===== src/rtl/cache_ctrl.sv =====
// Control stage in front of a direct-mapped 32x4-word cache array: hit/miss decode,
// CPU stall, memory handshake for line fills and write-through stores, hit/miss stats.
module cache_ctrl #(
    parameter int CNT_W = 16
) (
    input  logic               clk,
    input  logic               rst,
    input  logic               cpu_rd,
    input  logic               cpu_wr,
    input  logic [9:0]         address,
    input  logic [31:0]        cpu_wdata,
    input  logic               valid,
    input  logic [2:0]         cash_tagged,
    output logic               refill,
    output logic               update,
    output logic [127:0]       main_data,
    output logic               stall,
    output logic               mem_rd_req,
    output logic               mem_wr_req,
    output logic [9:0]         mem_addr,
    output logic [31:0]        mem_wdata,
    input  logic               mem_ready,
    input  logic [127:0]       mem_rdata,
    output logic [CNT_W-1:0]   hit_cnt,
    output logic [CNT_W-1:0]   miss_cnt
);

    typedef enum logic [1:0] {
        IDLE,
        RD_MISS,
        REFILL,
        WR_MEM
    } state_t;

    state_t state;
    logic   replay;
    logic   wr_hit;
    logic   hit;
    logic   accept;

    assign hit = valid && (cash_tagged == address[9:7]);

    // The read replayed after a refill is the same CPU access, so it is not counted twice.
    assign accept = (state == IDLE) && (cpu_rd || cpu_wr) && !replay;

    // Write-through: the array word is only touched when the store hit a resident line.
    assign update = (state == WR_MEM) && mem_ready && wr_hit;

    always_comb begin
        stall = 1'b0;
        case (state)
            IDLE:    stall = cpu_wr || (cpu_rd && !hit);
            RD_MISS: stall = 1'b1;
            REFILL:  stall = 1'b1;
            WR_MEM:  stall = !mem_ready;
            default: stall = 1'b0;
        endcase
    end

    always_ff @(posedge clk) begin
        if (rst) begin
            state      <= IDLE;
            replay     <= 1'b0;
            wr_hit     <= 1'b0;
            main_data  <= '0;
            mem_addr   <= '0;
            mem_wdata  <= '0;
            mem_rd_req <= 1'b0;
            mem_wr_req <= 1'b0;
            refill     <= 1'b0;
        end else begin
            case (state)
                IDLE: begin
                    replay <= 1'b0;
                    if (cpu_wr) begin
                        mem_addr   <= address;
                        mem_wdata  <= cpu_wdata;
                        wr_hit     <= hit;
                        mem_wr_req <= 1'b1;
                        state      <= WR_MEM;
                    end else if (cpu_rd && !hit) begin
                        mem_addr   <= {address[9:2], 2'b00};
                        mem_rd_req <= 1'b1;
                        state      <= RD_MISS;
                    end
                end
                RD_MISS: begin
                    if (mem_ready) begin
                        main_data  <= mem_rdata;
                        mem_rd_req <= 1'b0;
                        refill     <= 1'b1;
                        state      <= REFILL;
                    end
                end
                REFILL: begin
                    refill <= 1'b0;
                    replay <= 1'b1;
                    state  <= IDLE;
                end
                WR_MEM: begin
                    if (mem_ready) begin
                        mem_wr_req <= 1'b0;
                        state      <= IDLE;
                    end
                end
                default: state <= IDLE;
            endcase
        end
    end

    // Saturating statistics counters.
    always_ff @(posedge clk) begin
        if (rst) begin
            hit_cnt  <= '0;
            miss_cnt <= '0;
        end else if (accept) begin
            if (hit) begin
                if (hit_cnt != {CNT_W{1'b1}})
                    hit_cnt <= hit_cnt + CNT_W'(1);
            end else begin
                if (miss_cnt != {CNT_W{1'b1}})
                    miss_cnt <= miss_cnt + CNT_W'(1);
            end
        end
    end

endmodule


===== config.mk =====
export PLATFORM = sky130hd
export DESIGN_NAME = cache_ctrl
export DESIGN_NICKNAME = d
export VERILOG_FILES = /design/src/rtl/cache_ctrl.sv
export SDC_FILE = /design/constraint.sdc
export NUM_CORES = 1
export LEC_CHECK = 0
export ABC_AREA = 1
export CORE_AREA = 2 2 149 151
export CTS_BUF_LIST = sky130_fd_sc_hd__clkbuf_8
export DETAILED_ROUTE_END_ITERATION = 7
export DIE_AREA = 0 0 151 153
export PLACE_DENSITY = 0.72
export REMOVE_ABC_BUFFERS = 1
export SLEW_MARGIN = 40
export SYNTH_ARGS = -nofsm -noshare
export SYNTH_HDL_FRONTEND = slang
export SYNTH_SLANG_ARGS = --single-unit

===== constraint.sdc =====
create_clock -name clk -period 4 [get_ports clk]
set_input_delay 0.4 -clock clk [delete_from_list [all_inputs] [get_ports clk]]
set_output_delay 0.4 -clock clk [all_outputs]
set_load 0.02 [all_outputs]

; After elaboration in Yosys (flattened, before gate mapping)
; Cells that the tools add are included.
[totals]
ff_bits = 209
input_bits = 179
out_inout_bits = 207
word_cells = 70
[classes]
n_addsub = 2
n_eq_ne = 12
muxes = 17
bitwise_logic = 1
n_reduce_logical = 27
[ops]
columns = cell, n
row1 = $add A16 B1 Y16 const B, 2
row2 = $ne A16 B16 Y1 const B, 2
row3 = $mux W10, 2
row4 = $reduce_and A3 Y1, 4
row5 = $reduce_bool A2 Y1, 5
row6 = $mux W2, 4
row7 = $ne A2 B2 Y1 const B, 4
row8 = $pmux W1 S2, 4
row9 = $pmux W2 S4, 1
row10 = $reduce_and A2 Y1, 4
row11 = $logic_and A1 B1 Y1, 6
row12 = $mux W1, 5
row13 = $eq A2 B2 Y1 const B, 2
row14 = $reduce_and A4 Y1, 1
row15 = $eq A3 B3 Y1, 1
row16 = $logic_not A1 Y1, 3
row17 = $ne A3 B2 Y1 const B, 1
row18 = $pmux W1 S3, 1
row19 = $eq A2 B1 Y1 const B, 1
row20 = $logic_not A2 Y1, 1
row21 = $logic_or A1 B1 Y1, 2
row22 = $ne A2 B1 Y1 const B, 1
row23 = $reduce_or A2 Y1, 1
row24 = $not A1 Y1, 1

; Depth between registers and ports, before layout
[logic_depth]
word_depth = 7
ltp_mapped = 12
depth_no_buf = 12

; Worst setup path after synthesis
; Ideal clock, no wire load.
[synth_timing]
path_type = register to register
start = register hit_cnt[0]
end = register hit_cnt[10]
setup_ns = 0.070
arrival_time_ns = 1.557
required_time_ns = 3.930
setup_slack_ns = 2.373
stages_incl_launch_ff = 11
path_buffers = 1
period_less_slack_ns = 1.627
cell_sequence = dfxtp_1 -> ha_1 -> nand3_1 -> inv_1 -> nand2_1 -> nor2_1 -> nor2_2 -> inv_1 -> buf_6 -> nand2_1 -> a21oi_1
[synth_between]
elab_chain_cells = 2
elab_cells_between_ends = 3
cone_classes = add/sub: 1 / eq/ne: 1 / reduce/logical: 1
[synth_rtl]
columns = item, line
row1 = start: declaration, 24  ; output logic [CNT_W-1:0] hit_cnt,
row2 = start signal: assignment, 119  ; hit_cnt <= hit_cnt + CNT_W'(1);
row3 = "parallel branches: the longest is 2 deep, another holds $add A16 B1 Y16", --
; Several ways; the timed one is not identified.
; A chain may end at the register's enable or synchronous reset.

; Worst setup path after layout
[layout_timing]
start = input address[8]
end = output stall
[layout_between]
elab_chain_cells = 6
[layout_rtl]
columns = item, line
row1 = start: declaration, 10  ; input logic [9:0] address,
row2 = $eq A3 B3 Y1, 41  ; assign hit = valid && (cash_tagged == address[9:7]);
row3 = $logic_and A1 B1 Y1, 41
row4 = $logic_not A1 Y1, 52  ; IDLE: stall = cpu_wr || (cpu_rd && !hit);
row5 = $logic_and A1 B1 Y1, 52
row6 = $logic_or A1 B1 Y1, 52
row7 = $pmux W1 S3, 51  ; case (state)
row8 = end: declaration, 17  ; output logic stall,
; Every way passes these cells.

==> summary.txt <==
Finish
  • Register area: 4180 um^2
  • Layout area overhead: 60.2%
  • Final std cell area, no fill: 12800 um^2
  • Post-Layout Cell Count: 1771
  • Fraction of layout cells with a size suffix above 1: 0.0510
  • Fin nets: 1651
  • Fillers: 1943
  • Post-layout util: 0.598
  • Area occupied by multi-input gates: 3430 um^2

CTS
  • TritonCTS Buffers: 38
  • Clk buf depth: 3
  • Clock-pin transition on the worst setup and hold timing paths: 50 ps
  • Clock Sinks: 209
  • Hold buffers post-CTS: 0
  • Post-CTS resize count: 0
  • TritonCTS clock tree: done
  • Worst skew pair latency: 510 ps
  • H-tree depth reported by CTS: 2
  • Root Buffer Master: clkbuf_8
  • Post-CTS repair timing setup buffer count: 0

Route
  • Initial DRC count: 375
  • Final wirelength: 26.1 mm
  • Routed via count: 8244
  • DRC: 0
  • Routed Antenna Nets: 0
  • WL per Instance: 14.7 um
  • 1st-pass router iterations: 5
  • Routed vias/inst: 4.65

Floorplanning
  • Die X: 151 um
  • DIE HEIGHT: 153 um
  • CORE AREA: 21500 um^2
  • Die footprint: 23100 um^2
  • IO Pins: 386
  • Initial Util: 0.373
  • Row count: 54

Yosys
  • Top_reg_cell synth: dfxtp_1
  • Cell taking the most area after synthesis: dfxtp_1
  • Synthesized cell area: 8020 um^2
  • Most frequent cell after synthesis: nor2_1
  • Register bit total from synthesis: 209
  • Register area share after synthesis: 0.522
  • Syn Area/Cell: 7.33 um^2
  • Post-Synthesis Cells: 1094
  • Async set-reset flop share out of synthesis: 0
  • Ys Warns: 0
  • Area contributors post-synth: dfxtp_1 52%, nor2_1 18%, o21ai_0 11%
  • Cell types with the highest counts after synthesis: 393 x nor2_1, 209 x dfxtp_1, 170 x o21ai_0
  • Post-synth EDFFs: 0
  • Synth cell types: 26
  • Post-synth top area share: 0.522

Timing
  • Least-Margin Pin Slew: 708 ps
  • Slew Viols, Final: 0
  • Setup violation total in the final timing report: 0
  • Clock skew: 16.1 ps
  • Final Hold Slack: 458 ps
  • Tmin final: 2600 ps
  • Final period util: 0.649
  • Unrepaired setup endpoints after global routing: no
  • Fmax: 385 MHz
  • Worst slew margin: 0.528
  • Final Hold Vio Count: 0

GRT
  • Total gr overflow: 0
  • Largest net degree at the start of global routing: 96
  • Wire length of the first global-routing pass: 40.2 mm
  • Initial antenna violation count: 1
  • Vias in the first global route: 7896
  • GRT Total Usage: 0.218

Worst hold path
  • Worst Min Path Start: address[1]
  • Hold/Removal Path Class: input port to flip-flop
  • Hold-critical path endpoint: mem_addr[1]$_SDFFE_PP0P_
  • Hold depth: 3

Power and ir drop
  • Peak VDD IR: 0.358 mV
  • Power per cell area: 613 nW/um^2
  • Lkg Pwr: 4.89 nW

Critical path
  • Element type at the critical path end: output port
  • CP startpoint: address[8]
  • WS Path Type: input port to output port
  • Critical Path RT: 3600 ps
  • Worst Reg2Reg Path Length in Cells: 7
  • Crit start category: input port
  • FF-to-FF setup slack: 1610 ps
  • Reg2reg start: state[1]$_SDFFE_PP0P_
  • FF-to-FF End: main_data[34]$_SDFFE_PP0P_
  • CP max FO: 4
  • Arr. time, crit path: 2200 ps

Placed design
  • Placed cell count: 1704
  • Detailed placement HPWL: 18.5 mm
  • I/O Buffers: 385
  • GPL Wtd Cong: 0.873
  • Placed Area: 12000 um^2

Run
  • Max Cap Viol: 0

Status
  • Status: finished clean
## cells in the final DEF, fill, tap and decap left out, drive strengths merged
master         instances
nor3b                  1
clkbuf                51
nor3                   6
nor2                 397
nand2                119
xnor2                  4
dfxtp                209
ha                     7
nand3b                 1
o21ai                176
a21oi                 38
nand4                  2
diode                  1
o221a                  1
nand3                 25
xor2                   8
buf                    8
clkdlybuf4s50        385
bufinv                 1
inv                   49
clkinv                 2
## area by class of cell
class,instances,share of cell area
antenna,1,0.000195
multi-input combinational,785,0.267
inverter,38,0.0115
clock inverter,14,0.00623
timing repair buffer,393,0.307
clock buffer,51,0.0546
sequential,209,0.326
tap,280,0.0273
## sequential cells by signal, summed over array words and instances, names as in the netlist
signal	count
replay	1
miss_cnt	16
mem_rd_req	1
refill	1
hit_cnt	16
main_data	128
mem_wdata	32
mem_addr	10
state	2
wr_hit	1
mem_wr_req	1
## where the power goes
group / internal (mW) / switching (mW)
registers: 2.56 / 0.250
clock network: 1.19 / 0.856
logic: 1.31 / 1.71
total: 5.05 / 2.82
## through the flow
| step | TNS (ps) | total power [mW] | setup WS [ps] |
|---|---|---|---|
| 6_report | 0 | 7.87 | 1400 |
| 5_1_grt | 0 | 8.37 | 1270 |
| 4_1_cts | 0 | 7.97 | 1380 |
| 3_5_place_dp | 0 | 5.88 | 1310 |
| 3_3_place_gp | 0 | 5.84 | 1360 |
| 2_1_floorplan | -79350 | 4.44 | -916 |
## metal layers
layer  GRT usage  vias to the layer above  wire (um)
met1       0.245                     3652      10300
met4       0.106                        0       1160
met3      0.0764                       76       2280
met5           0                        -          0
li1            -                     4219          -
met2       0.366                      297      12400
## worst max-delay path by stage
| stage | to | slack [ps] | cells past startpoint |
|---|---|---|---|
| 2_1_floorplan | refill$_SDFFE_PP0P_ | -920 | 5 |
| 3_3_place_gp | main_data[23]$_SDFFE_PP0P_ | 1360 | 6 |
| 3_5_place_dp | main_data[34]$_SDFFE_PP0P_ | 1310 | 6 |
| 4_1_cts | stall | 1380 | 6 |
| 5_1_grt | stall | 1270 | 6 |
| 6_report | stall | 1400 | 9 |
## critical path, cell delays in order
cell	delay, ps
clkdlybuf4s50_1	480
inv_1	80
nand2_1	80
nand2_1	60
nor2_1	40
nand2_1	150
nand2_1	110
a21oi_1	140
clkdlybuf4s50_1	650
## cells by family after synthesis
kind of cell	Yosys count	share of synthesized area
flip-flops	209	0.522
adder cells (fa/ha/maj)	7	0.0109
XOR/XNOR	12	0.0131
buffers and inverters	100	0.0521
AND/OR/NAND/NOR	551	0.266
AO/OA/AOI/OAI	215	0.136
Power figures use the tool's default switching activity.
